**config.mk**
```make
export PLATFORM = sky130hd
export DESIGN_NAME = transport_tx_scheduler
export DESIGN_NICKNAME = d
export VERILOG_FILES = /design/src/rtl/transport_tx_scheduler.sv
export SDC_FILE = /design/constraint.sdc
export NUM_CORES = 1
export LEC_CHECK = 0
export CORE_MARGIN = 1.5
export CORE_UTILIZATION = 54
export CTS_BUF_LIST = sky130_fd_sc_hd__clkbuf_16
export CTS_CLUSTER_DIAMETER = 60
export DETAILED_ROUTE_END_ITERATION = 16
export GPL_TIMING_DRIVEN = 0
export PLACE_DENSITY = 0.79
export SLEW_MARGIN = 20
export SYNTH_ARGS = -nofsm -noshare
export SYNTH_HDL_FRONTEND = slang
export SYNTH_SLANG_ARGS = --single-unit
```
**constraint.sdc**
```tcl
create_clock -name clk -period 2.98 [get_ports clk]
set_clock_uncertainty 0.15 [all_clocks]
set_input_delay 0.596 -clock clk [delete_from_list [all_inputs] [get_ports clk]]
set_output_delay 0.596 -clock clk [all_outputs]
set_load 0.01 [all_outputs]
```
**src/rtl/transport_tx_scheduler.sv**
```systemverilog
// transport_tx_scheduler
// Shares one byte-wide link between control words and audio samples.
// Packet layout: header byte, destination byte, then payload bytes.
// Control packets win arbitration unless audio is ready and control has
// already sent MAX_CTRL_RUN packets in a row. This keeps audio from starving.
module transport_tx_scheduler #(
    parameter  int PKT_BYTES    = 16,
    parameter  int AUD_DEPTH    = 16,
    parameter  int MAX_CTRL_RUN = 3,
    localparam int SPP          = (PKT_BYTES - 2) / 2,
    localparam int AW           = $clog2(AUD_DEPTH),
    localparam int LW           = AW + 1,
    localparam int CW           = $clog2(PKT_BYTES),
    localparam int RW           = $clog2(MAX_CTRL_RUN + 1)
) (
    input  logic          clk,
    input  logic          reset,
    input  logic [7:0]    phone_num,
    input  logic          ctrl_valid,
    input  logic [15:0]   ctrl_data,
    output logic          ctrl_ready,
    input  logic          aud_valid,
    input  logic [15:0]   aud_data,
    output logic          aud_ready,
    output logic          out_valid,
    output logic [7:0]    out_data,
    output logic          out_sop,
    output logic          out_eop,
    input  logic          out_ready,
    output logic          busy,
    output logic [LW-1:0] aud_level,
    output logic          aud_drop
);

    typedef enum logic [1:0] {S_IDLE, S_HDR, S_DEST, S_PAYLOAD} state_t;

    localparam logic [LW-1:0] SPP_L    = LW'(SPP);
    localparam logic [LW-1:0] DEPTH_L  = LW'(AUD_DEPTH);
    localparam logic [CW-1:0] LAST_C   = CW'(PKT_BYTES - 1);
    localparam logic [CW-1:0] CLO_C    = CW'(3);
    localparam logic [CW-1:0] CHI_C    = CW'(2);
    localparam logic [RW-1:0] RUN_MAX  = RW'(MAX_CTRL_RUN);

    state_t        state_q;
    logic [CW-1:0] cnt_q;
    logic          is_aud_q;
    logic [7:0]    phone_q;
    logic [RW-1:0] run_q;

    logic          hold_vld_q;
    logic [15:0]   hold_q;

    logic [15:0]   mem_q [AUD_DEPTH];
    logic [AW-1:0] wptr_q, rptr_q;
    logic [LW-1:0] level_q;

    logic          accept, push, pop, ctrl_load, ctrl_free, aud_elig;
    logic [15:0]   aud_head;

    // Link-side status comes straight from the state registers.
    assign out_valid  = (state_q != S_IDLE);
    assign busy       = (state_q != S_IDLE);
    assign out_sop    = (state_q == S_HDR);
    assign out_eop    = (state_q == S_PAYLOAD) && (cnt_q == LAST_C);
    assign accept     = out_valid && out_ready;

    assign ctrl_ready = !hold_vld_q;
    assign ctrl_load  = ctrl_valid && ctrl_ready;
    // The holding register frees after its low byte goes out. Pad bytes do not need it.
    assign ctrl_free  = accept && (state_q == S_PAYLOAD) && !is_aud_q && (cnt_q == CLO_C);

    // Readiness uses the registered count. A pop at full cannot make room in the same cycle.
    assign aud_ready  = (level_q < DEPTH_L);
    assign aud_drop   = aud_valid && !aud_ready;
    assign push       = aud_valid && aud_ready;
    // Payload starts at an even index. An odd index is the low byte, which ends the sample.
    assign pop        = accept && (state_q == S_PAYLOAD) && is_aud_q && cnt_q[0];
    assign aud_level  = level_q;
    assign aud_elig   = (level_q >= SPP_L);
    assign aud_head   = mem_q[rptr_q];

    // Byte mux. Every source here only changes after a byte is accepted, so the mux holds steady under backpressure.
    always_comb begin
        out_data = 8'h00;
        case (state_q)
            S_HDR:     out_data = is_aud_q ? 8'h80 : 8'h40;
            S_DEST:    out_data = phone_q;
            S_PAYLOAD: begin
                if (is_aud_q)
                    out_data = cnt_q[0] ? aud_head[7:0] : aud_head[15:8];
                else if (cnt_q == CHI_C)
                    out_data = hold_q[15:8];
                else if (cnt_q == CLO_C)
                    out_data = hold_q[7:0];
                else
                    out_data = 8'h00;
            end
            default:   out_data = 8'h00;
        endcase
    end

    // Control holding register: one word deep.
    always_ff @(posedge clk) begin
        if (reset) begin
            hold_vld_q <= 1'b0;
            hold_q     <= 16'h0000;
        end else if (ctrl_load) begin
            hold_vld_q <= 1'b1;
            hold_q     <= ctrl_data;
        end else if (ctrl_free) begin
            hold_vld_q <= 1'b0;
        end
    end

    // Audio FIFO storage. Clearing the pointers empties the FIFO, so the array has no reset.
    always_ff @(posedge clk) begin
        if (push)
            mem_q[wptr_q] <= aud_data;
    end

    // Audio FIFO pointers and occupancy.
    always_ff @(posedge clk) begin
        if (reset) begin
            wptr_q  <= '0;
            rptr_q  <= '0;
            level_q <= '0;
        end else begin
            if (push)
                wptr_q <= wptr_q + AW'(1);
            if (pop)
                rptr_q <= rptr_q + AW'(1);
            case ({push, pop})
                2'b10:   level_q <= level_q + LW'(1);
                2'b01:   level_q <= level_q - LW'(1);
                default: level_q <= level_q;
            endcase
        end
    end

    // Packet FSM. Arbitration happens only in IDLE. The granted header appears the following cycle.
    always_ff @(posedge clk) begin
        if (reset) begin
            state_q  <= S_IDLE;
            cnt_q    <= '0;
            is_aud_q <= 1'b0;
            phone_q  <= 8'h00;
            run_q    <= '0;
        end else begin
            case (state_q)
                S_IDLE: begin
                    cnt_q <= '0;
                    if (hold_vld_q && (!aud_elig || (run_q < RUN_MAX))) begin
                        state_q  <= S_HDR;
                        is_aud_q <= 1'b0;
                        phone_q  <= phone_num;
                        // The run count only matters while audio is waiting.
                        run_q    <= aud_elig ? run_q + RW'(1) : '0;
                    end else if (aud_elig) begin
                        state_q  <= S_HDR;
                        is_aud_q <= 1'b1;
                        phone_q  <= phone_num;
                        run_q    <= '0;
                    end
                end
                S_HDR: begin
                    if (out_ready) begin
                        state_q <= S_DEST;
                        cnt_q   <= CW'(1);
                    end
                end
                S_DEST: begin
                    if (out_ready) begin
                        state_q <= S_PAYLOAD;
                        cnt_q   <= CW'(2);
                    end
                end
                S_PAYLOAD: begin
                    if (out_ready) begin
                        if (cnt_q == LAST_C) begin
                            state_q <= S_IDLE;
                            cnt_q   <= '0;
                        end else begin
                            cnt_q   <= cnt_q + CW'(1);
                        end
                    end
                end
                default: state_q <= S_IDLE;
            endcase
        end
    end

endmodule

```
==> implementation parameters, run 1 <==
Parameter                              Value

Setup path
  Delay of the slowest cell on the worst path ... 0.39 ns
  Category of the critical setup timing path ... reg -> out
  Capture point of the worst reg-to-reg path ... aud_level[4]
  Termination of the worst setup path ... out_data[4]
  Critical path launch point type ... register
  Worst R2R Setup Slack ... around 0.090 ns
  Endpoint class of the critical path ... primary output
  Largest delay contributor family on the critical path ... buffers and inverters
  Critical path data required time ... 2.23 ns
  R2r startpoint ... state_q[0]
  Critical Path Fanout Max ... 6
  Crit-path cells ... buf_8 > buf_12 > buf_8 > mux2i_1 > a22oi_1 > nand3_1 > nand4_1 > a221o_1 > buf_2
  Count of buffer and inverter cells on the critical path ... 4
  Critical path depth ... 9
  Worst-path cell with the longest stage delay ... sky130_fd_sc_hd__dfxtp_4
  Register-to-Register Path Depth ... 14
  Most frequent cell on the critical path ... sky130_fd_sc_hd__buf_8
  Crit path arrival time ... 2.55 ns

Run
  Max Cap Viol ... 0

Place
  Pre-CTS WS ... -0.730 ns
  Placed Cells ... around 1300
  Final weighted congestion in routability-driven placement ... between 0.8 and 0.9
  Number of I/O port buffers ... 63
  Half-perimeter wire length of the detailed placement result ... about 20000 µm

Global route
  Final global-route overflow total ... 0
  Wire length of the first global-routing pass ... around 48000 µm
  Tot GR Track Use ... between 20% and 30%
  Vias in the first global route ... 8336
  Maximum number of pins on one net before global-route repair ... 17
  Antenna violations before repair ... 0

Synthesis
  EDFF count, synth ... about 260
  Sequential-to-total area share from yosys stat ... between 60% and 70%
  Register bit total from synthesis ... 307
  Ys Warns ... 0
  Async set-reset flop share out of synthesis ... 0%
  Net count after synthesis ... between 900 and 1000
  Synthesized area divided by synthesized cell count ... between 10 and 15 µm²
  Primary flip-flop cell chosen by synthesis mapping ... sky130_fd_sc_hd__edfxtp_1
  Distinct cell type count of the synthesized netlist ... 48
  Instance count of the mapped netlist ... approximately 900
  Syn Std Cell Area ... 12600 µm²

Die
  Io pins ... 65
  Die Area ... around 24000 µm²
  Die Span X ... 156 µm
  Initial cell density of the core ... between 50% and 60%
  Die span in y ... 156 µm
  Standard-cell rows ... 55
  Core outline area ... ~23000 µm²

Final layout
  Leading cell type in the layout, fill and taps excluded ... sky130_fd_sc_hd__edfxtp_1
  Fraction of final layout cells sized beyond drive strength 1 ... a little under a fifth
  Fill cell total of the finished layout ... between 1000 and 1500
  Layout-stage area growth over the synthesis result ... 23.6%
  Antenna cell count ... 0
  Most used cells in the layout excluding fill and tap cells ... 256 x sky130_fd_sc_hd__edfxtp_1, 129 x sky130_fd_sc_hd__mux2i_1, 80 x sky130_fd_sc_hd__nand2_1
  Post-layout nets ... 1103
  Number of standard cells in the layout, taps in and fillers out ... 1379

Drt
  Iter 0 DRT Violations ... around 1100
  Number of antenna-violating nets in the routed design ... 0
  Detailed-route DRC error count ... 0
  WL/cell ... between 20 and 25 µm
  Routed wire length ... 31900 µm
  Vias per inst ... 6.09
  Vias after detailed routing ... approximately 8400
  First-pass iteration count of the detailed router ... 5

Clock tree
  Clk Latency, worst-skew pair ... roughly 0.54 ns
  Depth of the CTS H-tree ... 1
  Root buffer cell ... sky130_fd_sc_hd__clkbuf_16
  TritonCTS clock tree ... yes
  Clock buffers created by TritonCTS ... 29
  Num Clock Sinks ... about 300
  Clock transition at the register clock pins on the worst setup and hold paths after CTS ... 0.06 ns
  Maximum clock insertion buffer count ... 3

Timing
  Final critical-path setup slack ... -0.318 ns
  Max-slew violation total from the final report ... 0
  Remaining max-slew budget at the tightest pin ... between 40% and 50%
  Setup violators final ... 8
  Worst hold margin ... just over 0.3 ns
  Slew at the pin with the worst max-slew slack ... 0.775 ns
  FMAX ... around 300 MHz
  Post-layout minimum cycle time ... ~3.3 ns
  RSZ-0062 raised after global routing ... yes
  Final clock period utilization by the worst path ... 111%
  Final-report hold violation count ... 0

Power
  Power per unit of standard cell area ... 597 nW/µm²
  Leakage power of the design ... around 5.2 nW
  Worst vdd ir ... roughly 370 µV

Min path
  Classification of the worst-slack hold path ... reg -> reg

Run status
  Violated checks ... setup timing
  Status ... finished, violations left
-- synthesized netlist by cell type (2+ instances only) --
master,count,area [µm²]
sky130_fd_sc_hd__edfxtp_1,256,7690
sky130_fd_sc_hd__mux2i_1,142,1420
sky130_fd_sc_hd__nand2_1,80,300
sky130_fd_sc_hd__nor2_1,62,233
sky130_fd_sc_hd__a21oi_1,55,275
sky130_fd_sc_hd__dfxtp_1,51,1020
sky130_fd_sc_hd__a22oi_1,43,323
sky130_fd_sc_hd__nand3_1,28,140
sky130_fd_sc_hd__clkbuf_1,21,78.8
sky130_fd_sc_hd__buf_2,20,100
sky130_fd_sc_hd__nand4_1,19,119
sky130_fd_sc_hd__ha_1,14,175
sky130_fd_sc_hd__buf_4,13,97.6
sky130_fd_sc_hd__inv_1,10,37.5
sky130_fd_sc_hd__nor3_1,9,45.0
sky130_fd_sc_hd__xor2_1,7,61.3
sky130_fd_sc_hd__a221o_1,6,60.1
sky130_fd_sc_hd__nand2b_1,6,37.5
sky130_fd_sc_hd__o21ai_0,5,25.0
sky130_fd_sc_hd__buf_6,4,45.0
sky130_fd_sc_hd__nor2b_1,4,25.0
sky130_fd_sc_hd__o22ai_1,4,25.0
sky130_fd_sc_hd__a211oi_1,3,22.5
sky130_fd_sc_hd__and2_1,3,18.8
sky130_fd_sc_hd__or3_1,3,18.8
sky130_fd_sc_hd__xnor2_1,3,26.3
sky130_fd_sc_hd__a21o_1,2,15.0
sky130_fd_sc_hd__a32oi_1,2,17.5
-- report_power, final --
group	switching, mW	internal, mW	leakage [nW]
Combinational	0.605	0.443	2.03
Sequential	0.0671	4.76	2.73
Clock	1.53	1.92	0.453
-- timing repair --
item / CTS / global route
setup buffers: 34 / 9
hold buffers: 0 / 0
endpoints found under the setup margin: 11 / 10
gates resized for setup: 149 / 24
pin swaps: 36 / 30
cloned: 2 / 0
-- worst min-delay path, stage by stage, from the launching register on --
cell	delay, ns
sky130_fd_sc_hd__dfxtp_1	0.31
sky130_fd_sc_hd__nand2_1	0.05
sky130_fd_sc_hd__a21oi_1	0.05
-- how the worst min path moves through the flow --
stage,to,startpoint,depth (start not counted)
global placement,hold_q[2],hold_q[2],2
global route,hold_q[1],hold_q[1],2
detailed placement,hold_q[7],hold_q[7],2
finish,hold_q[10],hold_q[10],2
CTS,hold_q[10],hold_q[10],2
floorplan,hold_q[0],hold_q[0],2
-- stage by stage --
stage / power (mW) / instance area, µm² / setup TNS [ns] / util, %
final: 9.32 / 15600 / -1.89 / 68.5
after global routing: 9.57 / 15600 / -2.32 / 68.5
after CTS: 9.27 / 15500 / -1.70 / 67.9
after detailed placement: 5.81 / 13900 / -6.61 / 61.0
after global placement: 5.76 / 13700 / -183.82 / 59.9
after floorplan: 5.41 / 12600 / 0 / -
-- kinds of logic after synthesis --
logic type                 after synthesis  share of synthesized area [%]
DFF                                    307                           69.0
and+or+nand+nor                        225                           8.13
adders and majority gates               14                           1.39
buffers and inverters                   70                           2.96
xor gates and xnor gates                10                          0.694
AOI/OAI and AO/OA                      127                           6.61
muxes                                  142                           11.3
-- area by class of cell --
cell class              count  area [µm²]  area share (%)
flip-flops and latches    307        8730            55.9
clock inverters            24         151           0.970
plain buffers              53         572            3.66
clock buffers              29         726            4.65
repair buffers            124        1230            7.89
inverters                  11        52.6           0.337
well taps                 313         392            2.51
multi-input cells         518        3760            24.1
-- metal layers --
| metal | vias to the layer above | GRT usage [%] | wire, µm |
|---|---|---|---|
| met4 | 0 | 12.1 | 1270 |
| li1 | 3674 | - | - |
| met5 | - | 0 | 0 |
| met3 | 81 | 4.39 | 2770 |
| met1 | 4176 | 34.9 | 12400 |
| met2 | 466 | 43.2 | 15500 |
-- registers in the layout, indices dropped and copies added (netlist names), named ones only --
register    flops
state_q         2
rptr_q          4
wptr_q          4
is_aud_q        1
phone_q         8
run_q           2
hold_q         16
hold_vld_q      1
aud_level       5
mem_q         256
cnt_q           4
(Power assumes the default switching activity.)
==> run 2: changes to the inputs <==
--- a/config.mk
+++ b/config.mk
@@ -12,7 +12,7 @@
 export DETAILED_ROUTE_END_ITERATION = 16
 export GPL_TIMING_DRIVEN = 0
 export PLACE_DENSITY = 0.79
-export SLEW_MARGIN = 20
+export SLEW_MARGIN = 30
 export SYNTH_ARGS = -nofsm -noshare
 export SYNTH_HDL_FRONTEND = slang
 export SYNTH_SLANG_ARGS = --single-unit
==> implementation parameters, run 2 (synthesis results as in run 1) <==
Parameter                              Value

Setup path
  R2r startpoint ... state_q[0]
  Worst-path cell with the longest stage delay ... sky130_fd_sc_hd__a221o_1
  Category of the critical setup timing path ... reg -> out
  Worst R2R Setup Slack ... 0.16 ns (+0.07 ns)
  Critical path depth ... 10 (+1)
  Critical Path Fanout Max ... 7 (+1)
  Largest delay contributor family on the critical path ... buffers and inverters
  Register-to-Register Path Depth ... 14 (unchanged)
  Endpoint class of the critical path ... primary output
  Capture point of the worst reg-to-reg path ... aud_level[4]
  Delay of the slowest cell on the worst path ... 0.37 ns (-0.02 ns)
  Crit path arrival time ... 2.61 ns (+0.06 ns)
  Count of buffer and inverter cells on the critical path ... 5 (+1)
  Termination of the worst setup path ... out_data[4]
  Crit-path cells ... buf_8 > buf_12 > buf_12 > buf_4 > mux2i_1 > a22oi_1 > nand4_1 > nand4_1 > a221o_1 > buf_2
  Critical path data required time ... 2.23 ns (about the same)
  Critical path launch point type ... register

Drt
  Detailed-route DRC error count ... 0 (unchanged)
  Number of antenna-violating nets in the routed design ... 0 (unchanged)
  WL/cell ... 23.6 µm (+1.9%)
  First-pass iteration count of the detailed router ... 5 (unchanged)
  Iter 0 DRT Violations ... 1155 (+4.7%)
  Vias per inst ... 6.10 (+0.10%)
  Vias after detailed routing ... 8308 (-1.1%)
  Routed wire length ... 32100 µm (+0.71%)

Min path
  Worst hold path depth ... 2 (unchanged)
  Classification of the worst-slack hold path ... reg -> reg
  Hold path startpoint ... hold_q[7]

Place
  Placed Cells ... 1281 (-0.47%)
  Number of I/O port buffers ... 63 (unchanged)
  Half-perimeter wire length of the detailed placement result ... 19300 µm (-2.5%)
  Final weighted congestion in routability-driven placement ... 0.850 (unchanged)
  Placed cell areas ... 13900 µm² (-0.31%)
  Pre-CTS WS ... -0.732 ns (-0.00190 ns)

Clock tree
  Root buffer cell ... sky130_fd_sc_hd__clkbuf_16
  Clk Latency, worst-skew pair ... 0.55 ns (about the same)
  Cts-stage hold buffer count ... 0 (unchanged)
  Num Clock Sinks ... 307 (unchanged)
  Depth of the CTS H-tree ... 1 (unchanged)
  Clock transition at the register clock pins on the worst setup and hold paths after CTS ... 0.06 ns (about the same)
  Clock buffers created by TritonCTS ... 30 (+3.4%)
  TritonCTS clock tree ... yes
  Maximum clock insertion buffer count ... 3 (unchanged)

Timing
  Max-slew violation total from the final report ... 0 (unchanged)
  Worst hold margin ... 0.306 ns (+0.00222 ns)
  Setup violators final ... 8 (unchanged)
  Slew at the pin with the worst max-slew slack ... 0.784 ns (+0.00855 ns)
  Final-report hold violation count ... 0 (unchanged)
  Remaining max-slew budget at the tightest pin ... 47.6% (-0.57 points)
  RSZ-0062 raised after global routing ... yes
  Setup TNS ... -2.29 ns (-0.394 ns)
  FMAX ... 298 MHz (-1.8%)
  Final critical-path setup slack ... -0.379 ns (-0.0610 ns)
  Post-layout minimum cycle time ... 3.36 ns (+0.0610 ns)
  Final clock period utilization by the worst path ... 113% (+2.0 points)

Global route
  Tot GR Track Use ... 26.4% (about the same)
  Final global-route overflow total ... 0 (unchanged)
  Antenna violations before repair ... 0 (unchanged)
  Maximum number of pins on one net before global-route repair ... 17 (unchanged)
  Wire length of the first global-routing pass ... 47600 µm (about the same)
  Vias in the first global route ... 8303 (-0.40%)

Die
  Die span in y ... 156 µm (unchanged)
  Initial cell density of the core ... 55.4% (unchanged)
  Die Area ... 24300 µm² (unchanged)
  Io pins ... 65 (unchanged)
  Die Span X ... 156 µm (unchanged)
  Core outline area ... 22800 µm² (unchanged)
  Standard-cell rows ... 55 (unchanged)

Power
  Worst vdd ir ... 367 µV (about the same)
  Power per unit of standard cell area ... 610 nW/µm² (+2.1%)
  Leakage power of the design ... 5.15 nW (-1.3%)
  Power after layout ... 9.46 mW (+1.5%)

Final layout
  Layout-stage area growth over the synthesis result ... 22.8%
  Leading cell type in the layout, fill and taps excluded ... sky130_fd_sc_hd__edfxtp_1
  Largest register FFs ... 256 (unchanged)
  Fill cell total of the finished layout ... 1485 (+2.9%)
  Most used cells in the layout excluding fill and tap cells ... 256 x sky130_fd_sc_hd__edfxtp_1, 125 x sky130_fd_sc_hd__mux2i_1, 80 x sky130_fd_sc_hd__nand2_1
  Post-layout nets ... 1086 (-1.5%)
  Largest register by flop count ... mem_q
  Number of standard cells in the layout, taps in and fillers out ... 1363 (-1.2%)
  Antenna cell count ... 0 (unchanged)
  Final design area excluding fillers ... 15500 µm² (-0.65%)
  Biggest registers after layout ... mem_q: 256 flops, hold_q: 16 flops, phone_q: 8 flops
  Post-route core utilization ... 68.1% (-0.44 points)
  Fraction of final layout cells sized beyond drive strength 1 ... 18.9% (-0.19 points)

Run status
  Status ... finished, violations left
  Violated checks ... setup timing

Run
  Max Cap Viol ... 0 (unchanged)
[run 2: layer usage]
| layer | share of wire (%) | vias up | track usage [%] |
|---|---|---|---|
| li1 | - | 3630 | - |
| met5 | 0 | - | 0 |
| met1 | 38 | 4101 | 34.5 |
| met3 | 8.5 | 99 | 4.11 |
| met2 | 49 | 478 | 43.8 |
| met4 | 4.3 | 0 | 12.3 |
[run 2: cell type report]
class                      count  area, µm²  area share (%)
buffer                        52        497            3.20
clock buffer                  30        751            4.84
clock inverter                25        171            1.11
inverter                      11       55.1           0.355
multi-input combinational    518       3850            24.9
sequential                   307       8720            56.2
tap                          313        392            2.52
timing repair buffer         107       1070            6.89
[run 2: where the power goes]
group          total [mW]  switching (mW)  internal [mW]
clock network        3.58            1.58           1.99
registers            4.83          0.0692           4.76
logic                1.05           0.611          0.442
[run 2: worst reg2reg max path, delay by kind of cell, from the launching register on]
family | cells | cell delay [ns]
xor+xnor | 1 | 0.14
fa+ha+maj | 3 | 0.57
flops | 1 | 0.36
buf+inv | 3 | 0.31
simple gates | 5 | 0.89
compound gates | 2 | 0.27
[run 2: worst min-delay path by stage]
stage,end,slack [ns]
after detailed placement,hold_q[7],0.30
after CTS,hold_q[10],0.30
final,hold_q[7],0.31
after global placement,hold_q[2],0.29
after floorplan,hold_q[0],0.29
after global routing,hold_q[8],0.33
[run 2: what timing repair did]
item,in CTS,in global routing
cloned,2,0
setup endpoints to repair,11,10
resized for setup,130,48
pin swaps,44,37
buffers inserted,22,11
